===== config.mk =====
export PLATFORM = sky130hd
export DESIGN_NAME = pipeline_hazard_controller
export DESIGN_NICKNAME = d
export VERILOG_FILES = /design/src/rtl/pipeline_hazard_controller.sv
export SDC_FILE = /design/constraint.sdc
export NUM_CORES = 1
export LEC_CHECK = 0
export CORE_MARGIN = 4
export CORE_UTILIZATION = 42
export CTS_BUF_LIST = sky130_fd_sc_hd__clkbuf_16
export DETAILED_ROUTE_END_ITERATION = 10
export PLACE_DENSITY = 0.73
export SYNTH_ARGS = -nofsm -noshare
export SYNTH_HDL_FRONTEND = slang
export SYNTH_SLANG_ARGS = --single-unit
export TNS_END_PERCENT = 50

===== constraint.sdc =====
create_clock -name clk -period 1.9 [get_ports clk]
set_input_delay 0.38 -clock clk [delete_from_list [all_inputs] [get_ports clk]]
set_output_delay 0.38 -clock clk [all_outputs]
set_load 0.005 [all_outputs]

===== src/rtl/pipeline_hazard_controller.sv =====
// pipeline_hazard_controller
// Interlock controller for the five-stage pipeline. It sequences PC and
// pipeline-register enables, bubbles and flushes for three cases:
// load-use hazards, multi-cycle EX operations and taken branches.
// It also counts stall cycles and latches a sticky timeout flag when the
// multi-cycle unit stops responding.
//
// Handshake: mc_start_EX is a one-cycle request from EX. mc_done is the
// unit's completion strobe and is honoured in the cycle it is seen. If
// mc_done arrives together with mc_start_EX, no stall is taken.
//
// The pipeline-control outputs are combinational from the current state
// and inputs. stall_cycles and mc_timeout are registered. fsm_state exposes
// the current FSM state for debug and checker binding.
module pipeline_hazard_controller #(
  parameter int MC_MAX_CYCLES = 32
) (
  input  logic        clk,
  input  logic        rst_n,
  input  logic [4:0]  rs1_OF,
  input  logic [4:0]  rs2_OF,
  input  logic        rs1_used_OF,
  input  logic        rs2_used_OF,
  input  logic [4:0]  rd_EX,
  input  logic        is_ld_EX,
  input  logic        mc_start_EX,
  input  logic        mc_done,
  input  logic        branch_taken_EX,
  output logic        pc_write_en,
  output logic        if_of_write_en,
  output logic        if_of_flush,
  output logic        of_ex_bubble,
  output logic        ex_hold,
  output logic        dm_bubble,
  output logic [15:0] stall_cycles,
  output logic        mc_timeout,
  output logic [1:0]  fsm_state
);

  typedef enum logic [1:0] {
    RUN      = 2'd0,
    LD_STALL = 2'd1,
    MC_WAIT  = 2'd2,
    ERROR    = 2'd3
  } state_e;

  localparam logic [7:0] MC_LIMIT = 8'(MC_MAX_CYCLES);

  state_e      state_q, state_d;
  logic [7:0]  wait_cnt_q, wait_cnt_d;
  logic [15:0] stall_cnt_q, stall_cnt_d;
  logic        mc_timeout_q, mc_timeout_d;
  logic        load_use;

  // A loaded value is needed by OF before it exists; register 0 never hazards.
  assign load_use = is_ld_EX && (rd_EX != 5'd0) &&
                    ((rs1_used_OF && (rs1_OF == rd_EX)) ||
                     (rs2_used_OF && (rs2_OF == rd_EX)));

  // Next-state and combinational pipeline-control decode.
  always_comb begin
    state_d        = state_q;
    wait_cnt_d     = wait_cnt_q;
    pc_write_en    = 1'b1;
    if_of_write_en = 1'b1;
    if_of_flush    = 1'b0;
    of_ex_bubble   = 1'b0;
    ex_hold        = 1'b0;
    dm_bubble      = 1'b0;
    unique case (state_q)
      RUN: begin
        if (mc_start_EX && !mc_done) begin
          pc_write_en    = 1'b0;
          if_of_write_en = 1'b0;
          ex_hold        = 1'b1;
          dm_bubble      = 1'b1;
          state_d        = MC_WAIT;
          wait_cnt_d     = 8'd1;
        end else if (mc_start_EX) begin
          // Result ready on the first EX cycle: nothing to wait for.
          state_d = RUN;
        end else if (branch_taken_EX) begin
          // Squash the wrong-path instructions in IF/OF and OF.
          if_of_flush  = 1'b1;
          of_ex_bubble = 1'b1;
        end else if (load_use) begin
          pc_write_en    = 1'b0;
          if_of_write_en = 1'b0;
          of_ex_bubble   = 1'b1;
          state_d        = LD_STALL;
        end
      end
      LD_STALL: begin
        // The load has moved to DM; forwarding covers the consumer now.
        state_d = RUN;
      end
      MC_WAIT: begin
        if (mc_done) begin
          state_d    = RUN;
          wait_cnt_d = 8'd0;
        end else begin
          pc_write_en    = 1'b0;
          if_of_write_en = 1'b0;
          ex_hold        = 1'b1;
          dm_bubble      = 1'b1;
          wait_cnt_d     = wait_cnt_q + 8'd1;
          if (wait_cnt_q == MC_LIMIT) begin
            state_d    = ERROR;
            wait_cnt_d = 8'd0;
          end
        end
      end
      ERROR: begin
        // Freeze the pipeline until reset.
        pc_write_en    = 1'b0;
        if_of_write_en = 1'b0;
        ex_hold        = 1'b1;
        dm_bubble      = 1'b1;
        state_d        = ERROR;
      end
      default: state_d = RUN;
    endcase
  end

  // Stall counter saturates so a long hang still reads as "very long".
  always_comb begin
    stall_cnt_d = stall_cnt_q;
    if (!pc_write_en && (stall_cnt_q != 16'hFFFF)) begin
      stall_cnt_d = stall_cnt_q + 16'd1;
    end
  end

  // Timeout flag is sticky; it is set on the edge that enters ERROR.
  always_comb begin
    mc_timeout_d = mc_timeout_q || (state_d == ERROR);
  end

  // State, wait counter, stall counter and timeout flag registers.
  always_ff @(posedge clk or negedge rst_n) begin
    if (!rst_n) begin
      state_q      <= RUN;
      wait_cnt_q   <= 8'd0;
      stall_cnt_q  <= 16'd0;
      mc_timeout_q <= 1'b0;
    end else begin
      state_q      <= state_d;
      wait_cnt_q   <= wait_cnt_d;
      stall_cnt_q  <= stall_cnt_d;
      mc_timeout_q <= mc_timeout_d;
    end
  end

  assign stall_cycles = stall_cnt_q;
  assign mc_timeout   = mc_timeout_q;
  assign fsm_state    = state_q;

endmodule


After elaboration in Yosys (flattened, before gate mapping)

Index checks and enable logic that the tools add are counted.
W data, S select, Z words.

Add/sub/neg operators: 2
Multiplexer cells: 29
Reductions and logical operators: 14
Equal/unequal tests: 9

Operators with widths:

| operator                | number |
|---|---|
| $mux W8                 | 3 |
| $add A16 B1 Y16 const B | 1 |
| $mux W1                 | 16 |
| $ne A16 B16 Y1 const B  | 1 |
| $pmux W8 S2             | 1 |
| $mux W2                 | 6 |
| $eq A5 B5 Y1            | 2 |
| $add A8 B1 Y8 const B   | 1 |
| $eq A8 B6 Y1 const B    | 1 |
| $pmux W2 S4             | 1 |
| $eq A2 B2 Y1 const B    | 3 |
| $logic_and A1 B1 Y1     | 6 |
| $pmux W1 S3             | 2 |
| $reduce_bool A5 Y1      | 1 |
| $eq A2 B1 Y1 const B    | 1 |
| $logic_not A1 Y1        | 2 |
| $logic_not A2 Y1        | 1 |
| $logic_or A1 B1 Y1      | 2 |
| $ne A2 B2 Y1 const B    | 1 |
| $reduce_and A2 Y1       | 1 |
| $reduce_bool A2 Y1      | 1 |

Logic and storage cells: 58
Output and inout bits: 25
Register bits: 27

Logic depth before layout (Yosys ltp)

Gate-level depths: netlist of the first run.

Depth after elaboration: 11
Mapped depth: 8
Depth with buffers taken out: 7

Least setup slack after synthesis of the first run

No wires, ideal clock.

Kind: flip-flop to flip-flop
Start point: register stall_cnt_q[0] (netlist: stall_cycles[0])
End point: register stall_cnt_q[1] (netlist: stall_cycles[1])
Arrival time: 1.834 ns
Slack: -0.062 ns
Cell stages (with the launch flop): 8
Period minus slack after synthesis: 1.962 ns
Cells stage by stage: dfrtp_1 ha_1 nand4_1 nor4_4 inv_2 a22oi_4 buf_6 mux2_1

Longest elaborated chain between the ends: 2
Elaborated cells between the ends (all ways): 3

RTL lines:

| what                                                    | RTL line | source |
|---|---|---|
| start, declared                                         | 51       | `logic [15:0] stall_cnt_q, stall_cnt_d;` |
| start signal, assigned                                  | 148      | `stall_cnt_q <= stall_cnt_d;` |
| branches (longest 2 deep; another with $add A16 B1 Y16) | -        |  |

Several ways; the timed one is not identified.
A chain may end at the register's enable or synchronous reset.

Final worst setup path of the first run

Start point: input port rd_EX[3]
End point: output port of_ex_bubble

Longest elaborated chain between the ends: 9
Elaborated cells between the ends (all ways): 13

RTL lines:

| what                                          | RTL line | source |
|---|---|---|
| start, declared                               | 24       | `input logic [4:0] rd_EX,` |
| $eq A5 B5 Y1, on equally long branches        | 57, 58   |  |
| $logic_and A1 B1 Y1, on equally long branches | 57, 58   |  |
| $logic_or A1 B1 Y1                            | 57       | `((rs1_used_OF && (rs1_OF == rd_EX)) \|\|` |
| $logic_and A1 B1 Y1 *                         | 56       | `assign load_use = is_ld_EX && (rd_EX != 5'd0) &&` |
| $mux W1 *                                     | 86       | `end else if (load_use) begin` |
| $mux W1 *                                     | 82       | `end else if (branch_taken_EX) begin` |
| $mux W1 *                                     | 79       | `end else if (mc_start_EX) begin` |
| $mux W1 *                                     | 72       | `if (mc_start_EX && !mc_done) begin` |
| $mux W1 *                                     | 70       | `unique case (state_q)` |
| end, declared                                 | 32       | `output logic of_ex_bubble,` |

Every way passes the cells marked *; elsewhere a longest branch is shown, timed or not.

==> results of run 1 <==
==> layer usage <==
layer  vias up  global-route usage (%)
met4         0                    5.96
li1        730                       -
met5         -                       0
met1       733                    22.4
met3         5                    3.57
met2        41                    37.2
==> critical path: stages <==
cell,delay [ps]
sky130_fd_sc_hd__buf_6,90
sky130_fd_sc_hd__or4_4,540
sky130_fd_sc_hd__o21ai_4,180
sky130_fd_sc_hd__nor2b_4,60
sky130_fd_sc_hd__buf_6,110
sky130_fd_sc_hd__o21a_1,170
sky130_fd_sc_hd__buf_2,120
==> what timing repair did <==
action                                  4_1_cts  5_1_grt
pin swaps                                    27       18
endpoints found under the setup margin       29       28
buffers inserted                              9        8
hold endpoints to repair                      0        0
resized for setup                            67       26
==> cell families (layout without fill, tap and decap cells) <==
family / count (synthesis) / in the layout
xor+xnor: 30 / 30
fa+ha+maj: 3 / 3
mux: 2 / 2
simple gates: 66 / 66
flops: 27 / 27
compound gates: 13 / 13
buf+inv: 10 / 111
==> state kept, by name, summed over array words and instances, names as in the netlist <==
name / cells
stall_cycles: 16
wait_cnt_q: 8
fsm_state: 2
mc_timeout: 1
==> layout by cell type (no fill, tap or decap), drive strengths merged, types with 6 or more instances in the layout <==
| cell | count |
|---|---|
| buf | 63 |
| xnor2 | 14 |
| nand4 | 9 |
| nor3 | 10 |
| clkdlybuf4s50 | 23 |
| xor2 | 16 |
| nor2 | 11 |
| inv | 6 |
| dfrtp | 27 |
| dlygate4sd2 | 9 |
| nand3 | 6 |
| nand2 | 11 |
| clkbuf | 6 |
==> power breakdown <==
group | total [mW] | switching, mW | internal, mW
combinational | 0.811 | 0.356 | 0.455
clock | 0.484 | 0.200 | 0.284
sequential | 0.727 | 0.0704 | 0.656
total | 2.02 | 0.626 | 1.40
==> area by class of cell <==
cell class,instances,share of cell area [%]
timing repair buffer,101,32.2
inverter,6,0.849
clock buffer,3,2.83
clock inverter,1,0.189
multi-input combinational,114,36.3
sequential,27,25.5
tap,46,2.17
==> worst min path at each step <==
stage,to,slack (ps),cells after the start,startpoint
floorplan,fsm_state[0]$_DFF_PN0_,80,0,rst_n
detailed placement,mc_timeout$_DFF_PN0_,460,1,mc_timeout$_DFF_PN0_
global route,stall_cycles[12]$_DFFE_PN0P_,530,2,rst_n
global placement,mc_timeout$_DFF_PN0_,450,1,mc_timeout$_DFF_PN0_
finish,mc_timeout$_DFF_PN0_,480,1,mc_timeout$_DFF_PN0_
CTS,mc_timeout$_DFF_PN0_,480,1,mc_timeout$_DFF_PN0_
==> results.sh, run 1 <==
export IMPL_post_synth_cell_area_avg_um2=10.2
export IMPL_area_sequential_um2=677
export IMPL_cellLeakagePower_nw=1.28
export IMPL_cp_startpoint="rd_EX[3]"
export IMPL_failed_checks="negative setup slack"
export IMPL_timing_critical_path_to="of_ex_bubble"
export IMPL_postLayoutSetupSlackWorst_ps=-120
export IMPL_final_core_utilization_pct=77.1
export IMPL_synthTopCellsByArea="sky130_fd_sc_hd__dfrtp_1, sky130_fd_sc_hd__xor2_1, sky130_fd_sc_hd__xnor2_1"
export IMPL_initial_utilization_pct=44.8
export IMPL_n_fill_cell=234
export IMPL_max_freq_mhz=495
export IMPL_netlist_instances=151
export IMPL_drt_pre_antenna_iters=4
export IMPL_first_global_vias=1504
export IMPL_placed_area_um2=2340
export IMPL_post_synth_mux_area_share_pct=1.38
export IMPL_met3WireLength_um=230
export IMPL_timing_final_crit_share_pct=106
export IMPL_main_combinational_cell_family_by_area_after_synthesis="simple AND/OR/NAND/NOR gates"
export IMPL_cts_hold_buffers_added=0
export IMPL_final_design_area_no_fill_um2=2650
export IMPL_regToRegEndpoint="stall_cycles[11]$_DFFE_PN0P_"
export IMPL_run_status="finished with violations"
export IMPL_grt_start_max_net_pins=28
export IMPL_multi_input_area_um2=962
export IMPL_setup_tns_final_ps=-443
export IMPL_detail_route_wirelength_met1_um=1800
export IMPL_clock_tree_buffer_depth=2
export IMPL_pwr_density_cell_nw_per_um2=762
export IMPL_ant_nets=0
export IMPL_end_kind="primary output"
export IMPL_worst_skew_pair_late_latency_ps=260
export IMPL_global_route_wire_length_before_repair_um=6880
export IMPL_cts_sinks=27
export IMPL_std_cell_rows=21
export IMPL_rsz_0062_raised_after_global_routing="true"
export IMPL_timing_setup_critical_path_class="input port to primary output"
export IMPL_post_layout_nonfiller_instances=298
export IMPL_synth_async_reset_ratio_pct=100
export IMPL_die_height_um=68.6
export IMPL_synthesized_area_fraction_occupied_by_ao_oa_aoi_and_oai_cells_pct=6.73
export IMPL_yosysTopAreaCellShare_pct=43.8
export IMPL_timing_final_hold_violations=0
export IMPL_min_tclk_post_route_ps=2020
export IMPL_gr_total_overflow=0
export IMPL_topRoutingLayerUsed="met4"
export IMPL_pre_cts_slack_ps=-846
export IMPL_synthSimpleGateAreaFrac_pct=24.7
export IMPL_dpl_cell_count=278
export IMPL_drive_above_1_share_pct=40.5
export IMPL_min_delay_path_class="flip-flop to flip-flop"
export IMPL_routed_wl_um=4540
export IMPL_wire_per_inst_um=15.2
export IMPL_timing_critical_path_fanout_max=2
export IMPL_ff2ff_setup_slack_ps=-50
export IMPL_design_portCount=48
export IMPL_yosys_cell_types_count=37
export IMPL_vdd_drop_max_uv=409
export IMPL_worst_endpoint_required_ps=1520
export IMPL_grtUsageTotal_pct=19.8
export IMPL_clk_transition_reported_paths_ps=60
export IMPL_worstRegToRegCells=9
export IMPL_synthesis_area_um2=1540
export IMPL_hold_slack_ps=483
export IMPL_place_port_buffers=47
export IMPL_cts_root_buf="sky130_fd_sc_hd__clkbuf_16"
export IMPL_cts_tree="yes"
export IMPL_synth_most_common_cell="sky130_fd_sc_hd__dfrtp_1"
export IMPL_synth_xor_area_share_pct=17.0
export IMPL_critical_path_startpoint_type="input port"
export IMPL_synth_edff_count=0
export IMPL_synth_largest_area_cell="sky130_fd_sc_hd__dfrtp_1"
export IMPL_clock_tree_htree_level_count=1
export IMPL_seq_area_frac_synth_pct=43.8
export IMPL_postSynth_topFlopCell="sky130_fd_sc_hd__dfrtp_1"
export IMPL_diodes=0
export IMPL_final_nets=279
export IMPL_count_of_state_elements_after_synthesis=27
export IMPL_ys_top_cells_by_count="sky130_fd_sc_hd__dfrtp_1, sky130_fd_sc_hd__xor2_1, sky130_fd_sc_hd__xnor2_1, sky130_fd_sc_hd__nand2_1, sky130_fd_sc_hd__nor2_1"
export IMPL_vias_per_cell=5.06
export IMPL_max_cap_violations=0
export IMPL_cts_buffers_inserted=3
export IMPL_floorplan_die_area_um2=4710
export IMPL_drv_slew=0
export IMPL_worst_slew_pin_transition_ps=348
export IMPL_detailedRoute_firstIterationViolations=45
export IMPL_final_setup_viols=8
export IMPL_yosys_warnings=0
export IMPL_via_count=1509
export IMPL_r2r_start="stall_cycles[1]$_DFFE_PN0P_"
export IMPL_fp_dieW_um=68.6
export IMPL_totalPowerFinal_mw=2.02
export IMPL_arrival_ps=1640
export IMPL_gpl_final_weighted_congestion=0.810
export IMPL_fp_coreArea_um2=3440
export IMPL_dr_wl_met2_um=2440
export IMPL_area_growth_pct=72.0
export IMPL_yosys_area_share_adder_pct=2.43
export IMPL_drc=0
export IMPL_grt_antenna_before_repair=0
export IMPL_mappedNetlistNets=177
export IMPL_slew_limit_headroom_pct=76.6
export IMPL_finalClockSkew_ps=4.81
export IMPL_place_detailed_hpwl_um=3210
Power figures use the tool's default switching activity.
==> run 2, diff against run 1 <==
- SKIP_CTS_REPAIR_TIMING: default -> 1
==> run 2 against run 1 <==
Net effect:
- the flow still finishes with violations (negative setup slack)
- sequential power barely moved
- sequential share of layout area decreased by 0.20 points
- sequential cell count unchanged
- utilization up 0.62 points
- clock-buffer cell count unchanged
- critical path depth did not move
- total power is 0.82% lower
- final area is 0.80% higher
- largest power group unchanged
- highest routed layer unchanged
==> results.sh, run 2 (same netlist as run 1, synthesis figures left out) <==
export IMPL_failed_checks="negative setup slack"
export IMPL_max_freq_mhz=487
export IMPL_min_delay_path_class="flip-flop to flip-flop"
export IMPL_mostFrequentLayoutCells="sky130_fd_sc_hd__buf_4, sky130_fd_sc_hd__dfrtp_1, sky130_fd_sc_hd__clkdlybuf4s50_1, sky130_fd_sc_hd__dlymetal6s2s_1, sky130_fd_sc_hd__xor2_1"
export IMPL_fp_coreArea_um2=3440
export IMPL_arrival_ps=1670
export IMPL_clk_transition_reported_paths_ps=70
export IMPL_timing_final_hold_violations=0
export IMPL_grt_antenna_before_repair=0
export IMPL_place_port_buffers=47
export IMPL_cts_tree="yes"
export IMPL_cts_sinks=27
export IMPL_clock_tree_htree_level_count=1
export IMPL_setup_tns_final_ps=-1320
export IMPL_drt_pre_antenna_iters=4
export IMPL_final_core_utilization_pct=77.7
export IMPL_slew_limit_headroom_pct=76.1
export IMPL_vias_per_cell=5.16
export IMPL_pwr_density_cell_nw_per_um2=749
export IMPL_grt_start_max_net_pins=28
export IMPL_design_portCount=48
export IMPL_run_status="finished with violations"
export IMPL_timing_setup_critical_path_class="input port to primary output"
export IMPL_drive_above_1_share_pct=36.1
export IMPL_fp_dieW_um=68.6
export IMPL_rsz_0062_raised_after_global_routing="true"
export IMPL_diodes=0
export IMPL_min_tclk_post_route_ps=2050
export IMPL_critical_path_startpoint_type="input port"
export IMPL_final_setup_viols=25
export IMPL_most_common_cell_after_layout_fill_and_taps_aside="sky130_fd_sc_hd__buf_4"
export IMPL_gr_total_overflow=0
export IMPL_pre_cts_slack_ps=-846
export IMPL_vdd_drop_max_uv=429
export IMPL_drc=0
export IMPL_max_cap_violations=0
export IMPL_grtUsageTotal_pct=18.6
export IMPL_initial_utilization_pct=44.8
export IMPL_worst_endpoint_required_ps=1520
export IMPL_final_nets=271
export IMPL_wire_per_inst_um=16.1
export IMPL_postLayoutSetupSlackWorst_ps=-153
export IMPL_end_kind="primary output"
export IMPL_finalClockSkew_ps=2.36
export IMPL_floorplan_die_area_um2=4710
export IMPL_timing_critical_path_fanout_max=2
export IMPL_worst_skew_pair_late_latency_ps=260
export IMPL_global_route_wire_length_before_repair_um=6540
export IMPL_detailedRoute_firstIterationViolations=55
export IMPL_place_detailed_hpwl_um=3210
export IMPL_number_of_flip_flops_in_the_largest_register=16
export IMPL_timing_final_crit_share_pct=108
export IMPL_placed_area_um2=2340
export IMPL_gpl_final_weighted_congestion=0.810
export IMPL_std_cell_rows=21
export IMPL_die_height_um=68.6
export IMPL_routed_wl_um=4680
export IMPL_final_design_area_no_fill_um2=2680
export IMPL_first_global_vias=1468
export IMPL_cts_buffers_inserted=3
export IMPL_worst_slew_pin_transition_ps=358
export IMPL_cts_root_buf="sky130_fd_sc_hd__clkbuf_16"
export IMPL_ant_nets=0
export IMPL_drv_slew=0
export IMPL_clock_tree_buffer_depth=2
export IMPL_cellLeakagePower_nw=1.41
export IMPL_area_growth_pct=73.4
export IMPL_via_count=1497
[run 2: cell types whose count changed in the layout (fill, tap and decap cells not counted), moves of 4 or more]
cell and change:
sky130_fd_sc_hd__buf_4 -5, sky130_fd_sc_hd__dlygate4sd2_1 -9, sky130_fd_sc_hd__dlymetal6s2s_1 +16, sky130_fd_sc_hd__buf_6 -7, sky130_fd_sc_hd__buf_2 -4
[run 2: critical path, stage by stage]
cell and delay (ps):
sky130_fd_sc_hd__buf_6 90, sky130_fd_sc_hd__or4_4 540, sky130_fd_sc_hd__o21ai_4 210, sky130_fd_sc_hd__nor2b_4 60, sky130_fd_sc_hd__buf_4 130, sky130_fd_sc_hd__o21a_1 160
sky130_fd_sc_hd__clkbuf_2 100
[run 2: report_power, final]
| part | leakage [nW] | switching (mW) | internal, mW |
|---|---|---|---|
| Combinational | 1.01 | 0.361 | 0.424 |
| Sequential | 0.360 | 0.0732 | 0.656 |
| Clock | 0.0409 | 0.206 | 0.285 |
| Total | 1.41 | 0.640 | 1.36 |
[run 2: through the flow]
step	cells	power, mW	hold slack, ps
after CTS	282	1.94	479
after global placement	278	1.40	454
final	290	2.00	483
after detailed placement	278	1.45	461
after floorplan	151	1.01	84.4
after global routing	290	2.10	528
[run 2: layer usage]
layer | vias up | part of all wire (%) | track usage [%]
met5 | - | 0 | 0
met4 | 0 | 2.1 | 7.69
met2 | 47 | 55 | 32.8
li1 | 711 | - | -
met3 | 7 | 4.6 | 3.89
met1 | 732 | 38 | 21.7
[run 2: area by class of cell]
| class | count | area, µm² |
|---|---|---|
| multi-input combinational | 114 | 988 |
| timing repair buffer | 93 | 850 |
| fill | 214 | 767 |
| sequential | 27 | 677 |
| clock buffer | 3 | 75.1 |
| tap | 46 | 57.6 |
| inverter | 6 | 22.5 |
| clock inverter | 1 | 5.00 |
[run 2: worst paths after layout]
| path | slack (ps) | endpoint | cells past startpoint | from |
|---|---|---|---|---|
| worst max-delay path | -150 | of_ex_bubble | 7 | rd_EX[3] |
| worst min-delay path | 480 | mc_timeout$_DFF_PN0_ | 1 | mc_timeout$_DFF_PN0_ |
| worst max register to register | -70 | stall_cycles[14]$_DFFE_PN0P_ | 7 | fsm_state[0]$_DFF_PN0_ |
| worst min register to register | 480 | mc_timeout$_DFF_PN0_ | 1 | mc_timeout$_DFF_PN0_ |
| max in group asynchronous | 1120 | stall_cycles[0]$_DFFE_PN0P_ | 2 | rst_n |
| min in group asynchronous | 500 | wait_cnt_q[0]$_DFFE_PN0P_ | 2 | rst_n |
==> run 3, diff against run 2 <==
- CORE_UTILIZATION: 42 -> 45
- PLACE_DENSITY: 0.73 -> 0.75
- clock period: 1.9 -> 2.58 ns (I/O delays scaled with it)
==> run 3 against run 2 <==
Net effect:
- the run now ends clean
- total power decreased by 35%
- routed wire length decreased by 21%
- utilization decreased by 6.0 points
- sequential power decreased by 23%
- clock skew increased by 3.0 ps
- global-route usage decreased by 0.70 points
- non-clock buffer count decreased by 34
- register-to-register slack improved by 440 ps
- final area decreased by 15%
- combinational power decreased by 51%
==> results.sh, run 3 (same netlist as run 1, synthesis figures left out) <==
export IMPL_run_status="finished clean"
export IMPL_hold_path_cell_count=1
export IMPL_timing_final_hold_violations=0
export IMPL_design_portCount=48
export IMPL_slew_limit_headroom_pct=56.8
export IMPL_timing_critical_path_fanout_max=4
export IMPL_timing_setup_critical_path_class="input port to primary output"
export IMPL_drv_slew=0
export IMPL_cts_sinks=27
export IMPL_cellLeakagePower_nw=1.06
export IMPL_initial_utilization_pct=48.9
export IMPL_gpl_final_weighted_congestion=0.777
export IMPL_end_kind="primary output"
export IMPL_arrival_ps=1980
export IMPL_global_route_wire_length_before_repair_um=6180
export IMPL_wire_per_inst_um=14.6
export IMPL_min_tclk_post_route_ps=2490
export IMPL_grtUsageTotal_pct=17.9
export IMPL_critPathMaxStageDelay_ps=560
export IMPL_cts_buffers_inserted=3
export IMPL_placed_area_um2=2130
export IMPL_area_growth_pct=46.6
export IMPL_detailedRoute_firstIterationViolations=41
export IMPL_routed_wl_um=3720
export IMPL_clk_transition_reported_paths_ps=60
export IMPL_ant_nets=0
export IMPL_place_detailed_hpwl_um=2810
export IMPL_vdd_drop_max_uv=291
export IMPL_dpl_cell_count=250
export IMPL_grt_antenna_before_repair=0
export IMPL_pwr_density_cell_nw_per_um2=577
export IMPL_final_nets=237
export IMPL_mostFrequentLayoutCells="sky130_fd_sc_hd__clkdlybuf4s50_1, sky130_fd_sc_hd__dfrtp_1, sky130_fd_sc_hd__xor2_1, sky130_fd_sc_hd__xnor2_1"
export IMPL_worstRegToRegCells=6
export IMPL_cts_tree="yes"
export IMPL_final_setup_viols=0
export IMPL_path_common_cell="sky130_fd_sc_hd__clkdlybuf4s50_1"
export IMPL_fp_dieW_um=66.6
export IMPL_totalPowerFinal_mw=1.31
export IMPL_clock_tree_buffer_depth=2
export IMPL_worst_skew_pair_late_latency_ps=260
export IMPL_most_common_cell_after_layout_fill_and_taps_aside="sky130_fd_sc_hd__clkdlybuf4s50_1"
export IMPL_vias_per_cell=5.22
export IMPL_clock_tree_htree_level_count=1
export IMPL_floorplan_die_area_um2=4430
export IMPL_first_global_vias=1421
export IMPL_drive_above_1_share_pct=16.2
export IMPL_diodes=0
export IMPL_drc=0
export IMPL_worst_endpoint_required_ps=2060
export IMPL_series_of_cell_instances_along_the_critical_path="clkdlybuf4s50_1 > a21oi_1 > a21oi_2 > clkdlybuf4s50_1"
export IMPL_drt_pre_antenna_iters=4
export IMPL_via_count=1327
export IMPL_timing_final_crit_share_pct=96.6
export IMPL_number_of_flip_flops_in_the_largest_register=16
export IMPL_critical_path_startpoint_type="input port"
export IMPL_timing_critical_path_slowest_stage_cell="sky130_fd_sc_hd__clkdlybuf4s50_1"
export IMPL_final_design_area_no_fill_um2=2260
export IMPL_die_height_um=66.6
export IMPL_gr_total_overflow=0
export IMPL_min_delay_path_class="flip-flop to flip-flop"
export IMPL_finalClockSkew_ps=5.37
export IMPL_max_cap_violations=0
export IMPL_max_freq_mhz=401
export IMPL_place_port_buffers=47
export IMPL_fp_coreArea_um2=3150
export IMPL_grt_start_max_net_pins=28
export IMPL_worst_slew_pin_transition_ps=638
export IMPL_cts_root_buf="sky130_fd_sc_hd__clkbuf_16"
export IMPL_post_layout_nonfiller_instances=254
export IMPL_std_cell_rows=20
==> run 3: critical path, delay by kind of cell <==
kind            cells  cell delay (ps)
buf+inv             2             1080
compound gates      2              370
==> run 3: final cells by class <==
cell class / count / area [µm²]
inverters: 6 / 22.5
fillers: 250 / 891
clock inverters: 1 / 7.51
clock buffers: 3 / 75.1
flip-flops and latches: 27 / 676
repair buffers: 59 / 578
well taps: 44 / 55.1
multi-input cells: 114 / 848
==> run 3: power breakdown <==
group / internal (mW) / switching [mW] / leakage, nW
clock: 0.211 / 0.143 / 0.0371
combinational: 0.223 / 0.165 / 0.665
sequential: 0.481 / 0.0824 / 0.361
total: 0.915 / 0.391 / 1.06
==> run 3: path summary, 6_finish.rpt <==
path | start | slack (ps) | endpoint
setup reg to reg | wait_cnt_q[0]$_DFFE_PN0P_ | 370 | wait_cnt_q[2]$_DFFE_PN0P_
max in group asynchronous | rst_n | 1690 | wait_cnt_q[3]$_DFFE_PN0P_
hold reg to reg | mc_timeout$_DFF_PN0_ | 480 | mc_timeout$_DFF_PN0_
setup / recovery | mc_start_EX | 90 | dm_bubble
min in group asynchronous | rst_n | 630 | stall_cycles[1]$_DFFE_PN0P_
hold / removal | mc_timeout$_DFF_PN0_ | 480 | mc_timeout$_DFF_PN0_
==> run 3: metrics by stage <==
stage | TNS (ps) | worst slack, ps | utilization [%] | hold WS (ps)
2_1_floorplan | 0 | 391 | - | 220
3_3_place_gp | -1330 | -453 | 67.7 | 452
3_5_place_dp | -1560 | -502 | 67.7 | 462
4_1_cts | -1460 | -517 | 70.3 | 484
5_1_grt | -115 | -46.9 | 71.7 | 500
6_report | 0 | 87.4 | 71.7 | 483
==> run 3: metal layers <==
metal / wire length, µm / global-route usage, %
met2: 1940 / 32.2
met1: 1560 / 20.9
met4: 53 / 6.35
met5: 0 / 0
met3: 173 / 3.37
